[src/rtl/splash_controller.sv]
// Fruit-splash overlay sequencer: commits a clamped sprite position on a frame tick,
// holds it for HOLD_FRAMES frames and emits a latency-aligned, colour-keyed overlay pixel.
// Optional build macro: SPLASH_FADE_EN (dims the sprite during the last quarter of the hold).
module splash_controller #(
  parameter int unsigned SPRITE_SIZE = 50,
  parameter int unsigned HOLD_FRAMES = 30,
  parameter int unsigned RAM_LAT     = 2,
  parameter logic [11:0] TRANSPARENT = 12'h000
) (
  input  logic        clk,
  input  logic        reset_n,
  input  logic        slice_valid,
  input  logic [9:0]  slice_x,
  input  logic [8:0]  slice_y,
  input  logic        frame_tick,
  input  logic [9:0]  x,
  input  logic [8:0]  y,
  input  logic [11:0] sprite_color,
  output logic [9:0]  splash_x,
  output logic [8:0]  splash_y,
  output logic        active,
  output logic        pix_valid,
  output logic [11:0] pix_color
);

  localparam int unsigned CW = $clog2(HOLD_FRAMES);
  localparam logic [10:0] X_MAX = 11'(640 - SPRITE_SIZE);
  localparam logic [10:0] Y_MAX = 11'(480 - SPRITE_SIZE);
  localparam logic [CW-1:0] LAST_FRAME = CW'(HOLD_FRAMES - 1);

  typedef enum logic [1:0] {IDLE, ARMED, ACTIVE} stateT;

  stateT          state, stateNext;
  logic [9:0]     pendX, pendXNext, splashXNext;
  logic [8:0]     pendY, pendYNext, splashYNext;
  logic [CW-1:0]  frameCnt, frameCntNext;
  logic           restart, restartNext;
  logic [RAM_LAT-1:0] hitPipe;
  logic [9:0]     clampX;
  logic [8:0]     clampY;
  logic           hitNow, hitD;
  logic [11:0]    shaded;

  // Keep the whole sprite on the 640x480 screen
  assign clampX = ({1'b0, slice_x} > X_MAX) ? 10'(X_MAX) : slice_x;
  assign clampY = ({2'b00, slice_y} > Y_MAX) ? 9'(Y_MAX) : slice_y;

  // Tick is judged on pre-cycle state; a same-cycle slice is then layered on top
  always_comb begin
    stateNext    = state;
    pendXNext    = pendX;
    pendYNext    = pendY;
    splashXNext  = splash_x;
    splashYNext  = splash_y;
    frameCntNext = frameCnt;
    restartNext  = restart;
    case (state)
      IDLE: ;
      ARMED: begin
        if (frame_tick) begin
          splashXNext  = pendX;
          splashYNext  = pendY;
          frameCntNext = '0;
          stateNext    = ACTIVE;
        end
      end
      ACTIVE: begin
        if (frame_tick) begin
          if (restart) begin
            splashXNext  = pendX;
            splashYNext  = pendY;
            frameCntNext = '0;
            restartNext  = 1'b0;
          end else if (frameCnt == LAST_FRAME) begin
            stateNext = IDLE;
          end else begin
            frameCntNext = frameCnt + CW'(1);
          end
        end
      end
      default: stateNext = IDLE;
    endcase
    if (slice_valid) begin
      pendXNext = clampX;
      pendYNext = clampY;
      if (stateNext == ACTIVE) restartNext = 1'b1;
      else                     stateNext   = ARMED;
    end
  end

  always_ff @(posedge clk or negedge reset_n) begin
    if (!reset_n) begin
      state    <= IDLE;
      pendX    <= '0;
      pendY    <= '0;
      splash_x <= '0;
      splash_y <= '0;
      frameCnt <= '0;
      restart  <= 1'b0;
      active   <= 1'b0;
      hitPipe  <= '0;
    end else begin
      state    <= stateNext;
      pendX    <= pendXNext;
      pendY    <= pendYNext;
      splash_x <= splashXNext;
      splash_y <= splashYNext;
      frameCnt <= frameCntNext;
      restart  <= restartNext;
      active   <= (stateNext == ACTIVE);
      hitPipe  <= (hitPipe << 1) | RAM_LAT'(hitNow);
    end
  end

  // Widened sums so the window edge never wraps
  assign hitNow = active
                & ({1'b0, x} >= {1'b0, splash_x})
                & ({1'b0, x} <  ({1'b0, splash_x} + 11'(SPRITE_SIZE)))
                & ({1'b0, y} >= {1'b0, splash_y})
                & ({1'b0, y} <  ({1'b0, splash_y} + 10'(SPRITE_SIZE)));

  assign hitD = hitPipe[RAM_LAT-1];

`ifdef SPLASH_FADE_EN
  localparam logic [CW-1:0] FADE_START = CW'(HOLD_FRAMES - HOLD_FRAMES / 4);
  logic fadeOn;
  assign fadeOn = active & (frameCnt >= FADE_START);
  assign shaded = fadeOn ? {1'b0, sprite_color[11:9], 1'b0, sprite_color[7:5],
                            1'b0, sprite_color[3:1]}
                         : sprite_color;
`else
  assign shaded = sprite_color;
`endif

  assign pix_valid = hitD & (sprite_color != TRANSPARENT);
  assign pix_color = pix_valid ? shaded : 12'h000;

endmodule

[config.mk]
export PLATFORM = sky130hd
export DESIGN_NAME = splash_controller
export DESIGN_NICKNAME = d
export VERILOG_FILES = /design/src/rtl/splash_controller.sv
export SDC_FILE = /design/constraint.sdc
export NUM_CORES = 1
export LEC_CHECK = 0
export CAP_MARGIN = 5
export CORE_MARGIN = 4
export CORE_UTILIZATION = 44
export DETAILED_ROUTE_END_ITERATION = 8
export HOLD_SLACK_MARGIN = 0.03
export PLACE_DENSITY = 0.87
export SETUP_SLACK_MARGIN = 0.3
export SYNTH_ARGS = -nofsm -noshare
export SYNTH_HDL_FRONTEND = slang
export SYNTH_SLANG_ARGS = --single-unit
[constraint.sdc]
create_clock -name clk -period 2.3 [get_ports clk]
set_clock_uncertainty 0.15 [all_clocks]
set_input_delay 0.46 -clock clk [delete_from_list [all_inputs] [get_ports clk]]
set_output_delay 0.46 -clock clk [all_outputs]
set_load 0.01 [all_outputs]
**Word level (Yosys, flattened, before mapping)**

Cells that the tools add are included.
W data, S select, Z words.

- Bits in registers: 49
- Bits in latches: 0
- RAM bits: 0
- Bits in read-only memories: 0
- Input bits: 54
- Output and inout port bits: 33
- Memories kept: 0

- Add/sub/neg operators: 3
- Multipliers: 0
- Div/mod/pow operators: 0
- Magnitude comparators: 6
- Equal/unequal tests: 9
- Shifts and indexed selects: 0
- Mux-type cells: 27
- Bitwise operators: 6
- Reductions and logical operators: 5

Operator list:

| cell | count |
|---|---|
| $mux W10 | 4 |
| $mux W9 | 4 |
| $mux W5 | 4 |
| $pmux W10 S2 | 1 |
| $pmux W9 S2 | 1 |
| $mux W12 | 1 |
| $mux W2 | 6 |
| $reduce_bool A12 Y1 | 1 |
| $add A10 B6 Y11 const B | 1 |
| $lt A10 B11 Y1 | 1 |
| $add A9 B6 Y10 const B | 1 |
| $ge A10 B10 Y1 | 1 |
| $gt A10 B10 Y1 const B | 1 |
| $lt A9 B10 Y1 | 1 |
| $pmux W5 S2 | 1 |
| $ge A9 B9 Y1 | 1 |
| $gt A9 B9 Y1 const B | 1 |
| $reduce_and A4 Y1 | 2 |
| $eq A2 B2 Y1 const B | 3 |
| $ne A2 B2 Y1 const B | 3 |
| $pmux W2 S3 | 1 |
| $add A5 B1 Y5 const B | 1 |
| $and A1 B1 Y1 | 5 |
| $eq A5 B5 Y1 const B | 1 |
| other kinds (6) | 9 |

**Depth between registers and ports, before layout**

Gate-level depths: netlist of run 1.

- Depth in word-level cells: 9
- Gate-level depth with buffers: 10
- Mapped depth without buffers: 10

**Least setup slack after synthesis of run 1**

OpenSTA, ideal clock, no wires.

- Path kind: reg-to-reg
- Start point: register splash_y[1]
- End point: register hitPipe[0]
- Arrival time: 2.247 ns
- Data required time: 2.054 ns
- Slack: -0.193 ns
- Stages on the path, launching flop included: 11
- Buffers on the path: 0
- Period minus slack after synthesis: 2.493 ns
- Cell sequence: dfrtp_1 ha_1 a211o_1 nand2_1 xnor2_1 ha_1 a2111oi_2 o21ai_1 o221ai_1 o2111ai_1 nor4_2

- Cells in the longest elaborated chain, start to end: 4
- Elaborated cells on any way between the ends: 6

Ends and longest elaborated chain:

| element | RTL line | text |
|---|---|---|
| start: declaration | 20 | `output logic [8:0] splash_y,` |
| start signal: assignment | 107 | `splash_y <= splashYNext;` |
| $add A9 B6 Y10 or $ge A9 B9 Y1 (tied branches) | 120, 119 |  |
| $lt A9 B10 Y1 or $and A1 B1 Y1 (tied branches) | 120, 119 |  |
| $and A1 B1 Y1 * | 120 | `& ({1'b0, y} < ({1'b0, splash_y} + 10'(SPRITE_SIZE)));` |
| net hitNow | 41 | `logic hitNow, hitD;` |
| $or A2 B1 Y2 * | 111 | `hitPipe <= (hitPipe << 1) \| RAM_LAT'(hitNow);` |
| end signal: assignment | 111 |  |
| end: declaration | 38 | `logic [RAM_LAT-1:0] hitPipe;` |

Mark *: on every way through the listed nets, which the timed path passes. The rest lies on a longest branch.
A chain may end at the register's enable or synchronous reset.

**Worst setup path after layout of run 1**

Ends and elaborated chain as after synthesis.

==> run summary, run 1 <==
DIE
---------------------------------------------------------------------------------
DIE AREA                                                                8870 um^2
Initial cell density of the core                                            0.450
Die width                                                                 94.2 um
Placement Rows                                                                 31
Core Footprint                                                          7250 um^2
Vertical die dimension                                                    94.2 um
Number of top-level pins                                                       87

YOSYS
---------------------------------------------------------------------------------
Area fraction of the dominant cell type after synthesis                     0.375
Async set-reset flop share out of synthesis                                  1.00
Cell count after synthesis                                                    318
Post-Synthesis Cell Area                                                3270 um^2
Post-synth net total                                                          412
Share of the yosys chip area belonging to registers                         0.375
Register bit count reported by yosys                                           49
Cell taking the most area after synthesis                            sky130_fd_sc_hd__dfrtp_1
Synthesized area per cell                                               10.3 um^2
Synth top area cells                                                 sky130_fd_sc_hd__dfrtp_1, sky130_fd_sc_hd__ha_1, sky130_fd_sc_hd__mux2_4
Count of different cell masters after synthesis                                58
Yosys Warn Count                                                                0
Count of flip-flops with a built-in enable after synthesis                      0
Most common flop cell mapped by yosys                                sky130_fd_sc_hd__dfrtp_1

PLACEMENT
---------------------------------------------------------------------------------
Number of buffers inserted by port buffering                                   86
Final weighted congestion in routability-driven placement                   0.904
Number of placed instances with taps included                                 525
Final HPWL from detailed placement                                        6500 um
Cell area reported after detailed placement                             4440 um^2

PWR
---------------------------------------------------------------------------------
Standby leakage power                                                  0.00220 uW
Clock Power Share                                                           0.178
Areal power density over the cells                                    628 nW/um^2
Share of power burned in registers                                          0.363
Total power consumption of the routed design                              2910 uW
Internal power consumption                                                1920 uW
Worst IR Drop VDD                                                      0.000272 V
Combinational power share                                                   0.459
Switching portion of total power                                            0.341
Net switching power of the design                                          992 uW

CRITICAL PATH
---------------------------------------------------------------------------------
Maximum fanout along the worst path                                             3
Family with the most delay on the worst path                         compound AO/OA/AOI/OAI gates
Startpoint kind of the worst setup timing path                          flip-flop
Ordered cell list for the critical path                              ha_4 -> a211o_1 -> nand2_2 -> xnor2_1 -> ha_1 -> a2111oi_4 -> o21ai_1 -> o221ai_2 -> o2111ai_2 -> nor4_2
Buffers and inverters on the worst path                                         0
Worst setup path class                                               flip-flop to flip-flop
Nature of the critical path endpoint                                    flip-flop
Cell at the slowest stage of the critical path                       sky130_fd_sc_hd__dfrtp_2
Data required time of the critical path                                   2370 ps
Crit-path max cell delay                                                   450 ps
Worst endpoint data arrival time                                          2540 ps

GLOBAL ROUTING
---------------------------------------------------------------------------------
Global-route total usage across every layer                                 0.184
Antenna violations before repair                                                0
Largest net degree at the start of global routing                              31
Via count of the first global-routing pass                                  2,776
First-pass GRT wire length                                              13,000 um
Total congestion overflow after global routing                                  0

CLOCK TREE
---------------------------------------------------------------------------------
Buffer depth of the longest clock path                                          2
Latest clock arrival within the worst-skew pair                            310 ps
Clock slew seen by the registers of the worst setup and hold paths         100 ps
TritonCTS sink count                                                           49
Master cell of the clock root buffer                                 sky130_fd_sc_hd__clkbuf_8
CTS H-Tree Depth                                                                2
Cts bufs inserted                                                               5
TritonCTS clock tree                                                         done

STATUS
---------------------------------------------------------------------------------
Violated checks                                                      negative setup slack
Run status                                                           complete, but fails checks

TIMING
---------------------------------------------------------------------------------
Highest clock frequency the design can meet                               405 MHz
Worst Setup Slack, final                                                  -171 ps
Headroom to the max-slew limit                                              0.592
Final Hold Viols                                                                0
Setup repair after global routing missed its margin                           yes
Final count of negative-setup-slack endpoints                                   1
Worst-Margin Slew                                                          611 ps
Min Tclk post-route                                                       2470 ps
Final Max Tran Viols                                                            0
Fin crit share                                                               1.07

ROUTING
---------------------------------------------------------------------------------
Average wire per standard cell                                            14.7 um
Via-to-Cell Ratio                                                            5.17
First-iteration detailed-routing DRC count                                    143
DRC violation count after routing                                               0
Total number of vias                                                        2,795
Number of nets still failing antenna checks after routing                       0
Detailed-route wire length                                                7970 um
Number of detailed-route iterations in the first pass                           6

LAYOUT
---------------------------------------------------------------------------------
Post-synthesis to final-layout area growth                                  41.8%
Filler cell count                                                             591
Layout cell share with drive strength beyond 1                              0.192
Diodes inserted                                                                 0
Design area                                                             4630 um^2
Final Instance Count excl. Fillers                                            541
# nets final                                                                  535

FLOW RUN
---------------------------------------------------------------------------------
Number of maximum-capacitance constraint violations                             0

MIN PATH
---------------------------------------------------------------------------------
Hold WC Path Type                                                    flip-flop to flip-flop

area by class of cell:
| type | count | area [um^2] | share of cell area |
|---|---|---|---|
| Multi-Input combinational cell | 227 | 1910 | 0.413 |
| Sequential cell | 49 | 1230 | 0.266 |
| Timing Repair Buffer | 124 | 1140 | 0.247 |
| Inverter | 34 | 128 | 0.0276 |
| Tap cell | 99 | 124 | 0.0267 |
| Clock buffer | 5 | 68.8 | 0.0149 |
| Clock inverter | 3 | 21.3 | 0.00459 |
cells by family after synthesis:
kind of cell             count (synthesis)  share of synthesized area
AO/OA/AOI/OAI                           76                      0.170
XOR/XNOR                                14                     0.0375
adder cells (fa/ha/maj)                 40                      0.153
buffers and inverters                   42                     0.0582
flip-flops                              49                      0.375
multiplexers                            15                     0.0640
AND/OR/NAND/NOR                         82                      0.142
layer usage:
metal,share of wire,routed length [um],vias up,global-route usage
met3,0.052,413,13,0.0337
met4,0.016,130,0,0.0542
met2,0.51,4090,68,0.329
met5,0,0,-,0
met1,0.42,3330,1329,0.224
li1,-,-,1385,-
layout by cell type (no fill, tap or decap), types with 2 or more instances in the layout:
cell type and count:
sky130_fd_sc_hd__and3_1 3, sky130_fd_sc_hd__nor3_2 2, sky130_fd_sc_hd__nor2_1 5, sky130_fd_sc_hd__a21o_1 5, sky130_fd_sc_hd__o21ai_1 14, sky130_fd_sc_hd__nand4_1 6, sky130_fd_sc_hd__nor3_1 4, sky130_fd_sc_hd__buf_2 2
sky130_fd_sc_hd__clkbuf_8 5, sky130_fd_sc_hd__o21a_1 3, sky130_fd_sc_hd__and2_1 12, sky130_fd_sc_hd__o22ai_1 2, sky130_fd_sc_hd__dfrtp_1 45, sky130_fd_sc_hd__a22o_1 2, sky130_fd_sc_hd__mux2_4 11, sky130_fd_sc_hd__nand2_1 24
sky130_fd_sc_hd__xnor2_1 13, sky130_fd_sc_hd__dlymetal6s2s_1 6, sky130_fd_sc_hd__ha_1 39, sky130_fd_sc_hd__nand3_1 9, sky130_fd_sc_hd__a211o_1 2, sky130_fd_sc_hd__clkdlybuf4s50_1 61, sky130_fd_sc_hd__buf_4 36, sky130_fd_sc_hd__dfrtp_2 4
sky130_fd_sc_hd__inv_1 34, sky130_fd_sc_hd__a21oi_1 12, sky130_fd_sc_hd__nand2b_1 4, sky130_fd_sc_hd__a31oi_1 2, sky130_fd_sc_hd__a221oi_1 2, sky130_fd_sc_hd__o21ai_0 6, sky130_fd_sc_hd__dlygate4sd2_1 17, sky130_fd_sc_hd__o22a_1 8
sky130_fd_sc_hd__mux2_2 3, sky130_fd_sc_hd__nor4_2 4
flip-flops by register name, indices dropped and copies added, names as in the netlist, 2 cells and up:
register  cells
splash_y      9
state         2
frameCnt      5
splash_x     10
pendX        10
hitPipe       2
pendY         9
synth_stat cells (5+ instances only):
cell / count
sky130_fd_sc_hd__a21o_1: 5
sky130_fd_sc_hd__a21oi_1: 12
sky130_fd_sc_hd__and2_1: 12
sky130_fd_sc_hd__dfrtp_1: 49
sky130_fd_sc_hd__ha_1: 40
sky130_fd_sc_hd__inv_1: 34
sky130_fd_sc_hd__mux2_4: 11
sky130_fd_sc_hd__nand2_1: 25
sky130_fd_sc_hd__nand3_1: 9
sky130_fd_sc_hd__nand4_1: 6
sky130_fd_sc_hd__nor2_1: 5
sky130_fd_sc_hd__nor3_1: 5
sky130_fd_sc_hd__o21ai_0: 6
sky130_fd_sc_hd__o21ai_1: 14
sky130_fd_sc_hd__o22a_1: 8
sky130_fd_sc_hd__xnor2_1: 13
worst paths after layout:
path	start	to	slack, ps	cells past startpoint
min	hitPipe[0]	hitPipe[1]	210	0
max in group asynchronous	reset_n	splash_y[2]	900	3
max	splash_y[1]	hitPipe[0]	-170	10
max reg2reg	splash_y[1]	hitPipe[0]	-170	10
min in group asynchronous	reset_n	pendX[7]	550	2
min reg2reg	hitPipe[0]	hitPipe[1]	210	0
power groups by stage:
stage / registers [uW] / logic [uW] / clock network [uW]
after global placement: 1070 / 1230 / 0
after detailed placement: 1080 / 1280 / 0
after floorplan: 1090 / 681 / 0
after CTS: 1050 / 1310 / 525
after global routing: 1070 / 1480 / 565
final: 1060 / 1340 / 517
what timing repair did:
item,in CTS,in global routing
resized for setup,23,14
hold endpoints to repair,24,0
buffers inserted,5,2
setup endpoints to repair,20,16
pin swaps,4,7
hold buffers,1,0
through the flow:
stage | TNS, ps | worst slack [ps] | hold slack, ps | utilization
detailed placement | -383 | -238 | 189 | 0.612
global placement | -288 | -148 | 189 | 0.612
CTS | -252 | -252 | 210 | 0.629
floorplan | -115 | -115 | 14.4 | -
finish | -171 | -171 | 209 | 0.639
global route | -353 | -353 | 214 | 0.639
Note: power is estimated with default switching activity, not from simulation.
==> inputs of run 2 (changes only) <==
--- a/config.mk
+++ b/config.mk
@@ -15,3 +15,4 @@
 export SYNTH_ARGS = -nofsm -noshare
 export SYNTH_HDL_FRONTEND = slang
 export SYNTH_SLANG_ARGS = --single-unit
+export TNS_END_PERCENT = 10
==> run summary, run 2 (synthesized netlist as in run 1, its figures left out) <==
CLOCK TREE
---------------------------------------------------------------------------------
TritonCTS clock tree                                                         done   unchanged
Cts bufs inserted                                                               5   unchanged
Buffer depth of the longest clock path                                          2   unchanged
Clock slew seen by the registers of the worst setup and hold paths         100 ps   about the same
CTS H-Tree Depth                                                                2   unchanged
Latest clock arrival within the worst-skew pair                            310 ps   about the same
Master cell of the clock root buffer                                 sky130_fd_sc_hd__clkbuf_8   unchanged
TritonCTS sink count                                                           49   unchanged

STATUS
---------------------------------------------------------------------------------
Violated checks                                                      negative setup slack   unchanged
Run status                                                           complete, but fails checks   unchanged

PWR
---------------------------------------------------------------------------------
Internal power consumption                                                1900 uW   was 1920 uW
Clock Power Share                                                           0.179   was 0.178
Combinational power share                                                   0.454   was 0.459
Switching portion of total power                                            0.342   was 0.341
Areal power density over the cells                                    628 nW/um^2   about the same
Net switching power of the design                                          987 uW   was 992 uW
Total power consumption of the routed design                              2890 uW   was 2910 uW
Share of power burned in registers                                          0.367   was 0.363
Worst IR Drop VDD                                                      0.000272 V   about the same
Standby leakage power                                                  0.00218 uW   was 0.00220 uW

TIMING
---------------------------------------------------------------------------------
Worst-Margin Slew                                                          596 ps   was 611 ps
Setup TNS                                                                 -170 ps   was -171 ps
Final count of negative-setup-slack endpoints                                   1   unchanged
Final Hold Viols                                                                0   unchanged
Worst Setup Slack, final                                                  -170 ps   was -171 ps
Setup repair after global routing missed its margin                           yes   unchanged
Headroom to the max-slew limit                                              0.602   was 0.592
Highest clock frequency the design can meet                               405 MHz   about the same
Final Max Tran Viols                                                            0   unchanged
Min Tclk post-route                                                       2470 ps   about the same
Fin crit share                                                               1.07   about the same

LAYOUT
---------------------------------------------------------------------------------
Fin util                                                                    0.634   was 0.639
Commonest non-fill, non-tap cell in the layout                       sky130_fd_sc_hd__clkdlybuf4s50_1   unchanged
Final Instance Count excl. Fillers                                            537   was 541
Layout cell share with drive strength beyond 1                              0.185   was 0.192
Largest registers ranked by flip-flop count                          pendX (10), splash_x (10)   unchanged
Highest-count cells in the layout ignoring fill and taps             sky130_fd_sc_hd__clkdlybuf4s50_1, sky130_fd_sc_hd__dfrtp_1, sky130_fd_sc_hd__ha_1   unchanged
Post-synthesis to final-layout area growth                                  40.8%   was 41.8%
Filler cell count                                                             600   was 591
Diodes inserted                                                                 0   unchanged
# nets final                                                                  531   was 535

DIE
---------------------------------------------------------------------------------
Placement Rows                                                                 31   unchanged
Die width                                                                 94.2 um   unchanged
Vertical die dimension                                                    94.2 um   unchanged
DIE AREA                                                                8870 um^2   unchanged
Initial cell density of the core                                            0.450   unchanged
Core Footprint                                                          7250 um^2   unchanged
Number of top-level pins                                                       87   unchanged

ROUTING
---------------------------------------------------------------------------------
Average wire per standard cell                                            14.7 um   about the same
First-iteration detailed-routing DRC count                                    109   was 143
Total number of vias                                                        2,797   was 2,795
Detailed-route wire length                                                7890 um   was 7970 um
Number of nets still failing antenna checks after routing                       0   unchanged
DRC violation count after routing                                               0   unchanged
Number of detailed-route iterations in the first pass                           6   unchanged
Via-to-Cell Ratio                                                            5.21   was 5.17

CRITICAL PATH
---------------------------------------------------------------------------------
Crit-path max cell delay                                                   440 ps   was 450 ps
Cell at the slowest stage of the critical path                       sky130_fd_sc_hd__dfrtp_2   unchanged
Maximum fanout along the worst path                                             3   unchanged
Ordered cell list for the critical path                              ha_4 -> a211o_1 -> nand2_2 -> xnor2_1 -> ha_1 -> a2111oi_4 -> o21ai_1 -> o221ai_2 -> o2111ai_2 -> nor4_2   unchanged
Reg2reg path depth                                                             10   unchanged
Critical register-to-register path endpoint                            hitPipe[0]   unchanged
Nature of the critical path endpoint                                    flip-flop   unchanged
Worst r2r src                                                         splash_y[1]   unchanged
Worst setup path class                                               flip-flop to flip-flop   unchanged
Register-to-Register Setup Slack                                          -170 ps   about the same
Data required time of the critical path                                   2370 ps   about the same
Worst endpoint data arrival time                                          2540 ps   about the same
Startpoint kind of the worst setup timing path                          flip-flop   unchanged

GLOBAL ROUTING
---------------------------------------------------------------------------------
First-pass GRT wire length                                              12,900 um   was 13,000 um
Total congestion overflow after global routing                                  0   unchanged
Antenna violations before repair                                                0   unchanged
Largest net degree at the start of global routing                              31   unchanged
Global-route total usage across every layer                                 0.183   was 0.184
Via count of the first global-routing pass                                  2,760   was 2,776

FLOW RUN
---------------------------------------------------------------------------------
Number of maximum-capacitance constraint violations                             0   unchanged

PLACEMENT
---------------------------------------------------------------------------------
Number of buffers inserted by port buffering                                   86   unchanged
Final weighted congestion in routability-driven placement                   0.904   unchanged
Final HPWL from detailed placement                                        6500 um   unchanged
Post-placement setup slack                                                -238 ps   unchanged
Number of placed instances with taps included                                 525   unchanged

MIN PATH
---------------------------------------------------------------------------------
WHS Endpoint                                                           hitPipe[1]   unchanged
Hold wc startpoint                                                     hitPipe[0]   unchanged
Hold Path Depth                                                                 0   unchanged
Hold WC Path Type                                                    flip-flop to flip-flop   unchanged

==> run 2: through the flow <==
stage / instance area, um^2 / hold WS (ps)
4_1_cts: 4530 / 210
3_5_place_dp: 4440 / 189
3_3_place_gp: 4440 / 189
2_1_floorplan: 3280 / 14.4
6_report: 4600 / 209
5_1_grt: 4600 / 214
==> run 2: power by group through the flow <==
stage | registers [uW] | clock network (uW) | logic (uW)
2_1_floorplan | 1090 | 0 | 681
3_3_place_gp | 1070 | 0 | 1230
3_5_place_dp | 1080 | 0 | 1280
4_1_cts | 1060 | 525 | 1280
5_1_grt | 1080 | 565 | 1450
6_report | 1060 | 517 | 1310
==> run 2: how the worst max path moves through the flow <==
stage / start / endpoint / slack (ps) / cells past startpoint
finish: splash_y[1] / hitPipe[0] / -170 / 10
global route: splash_y[1] / hitPipe[0] / -350 / 10
CTS: splash_y[2] / hitPipe[0] / -250 / 10
detailed placement: splash_y[1] / hitPipe[0] / -240 / 10
global placement: y[6] / hitPipe[0] / -150 / 7
floorplan: splash_y[1] / hitPipe[0] / -120 / 10
==> run 2: critical path, delay by kind of cell (launching register included) <==
kind                       cells  cell delay, ps
adders and majority gates      2             440
xor gates and xnor gates       1             110
AOI/OAI and AO/OA              5            1010
and+or+nand+nor                2             220
DFF                            1             440
==> run 2: what timing repair did <==
item / 4_1_cts / 5_1_grt
buffers inserted: 1 / 2
setup endpoints to repair: 20 / 15
resized for setup: 24 / 13
pin swaps: 4 / 7
endpoints found under the hold margin: 24 / 0
hold buffers: 1 / 0
==> run 2: layer usage <==
layer / vias to the layer above / GRT usage / wire length, um
met5: - / 0 / 0
met4: 0 / 0.0542 / 130
met3: 13 / 0.0337 / 422
met2: 72 / 0.328 / 4080
met1: 1333 / 0.223 / 3260
li1: 1379 / - / -
==> run 2: final cells by class <==
type,instances,area [um^2],share of cell area
multi-input cells,227,1910,0.416
flip-flops and latches,49,1230,0.268
repair buffers,120,1110,0.242
inverters,34,128,0.0278
well taps,99,124,0.0269
clock buffers,5,68.8,0.0150
clock inverters,3,21.3,0.00463
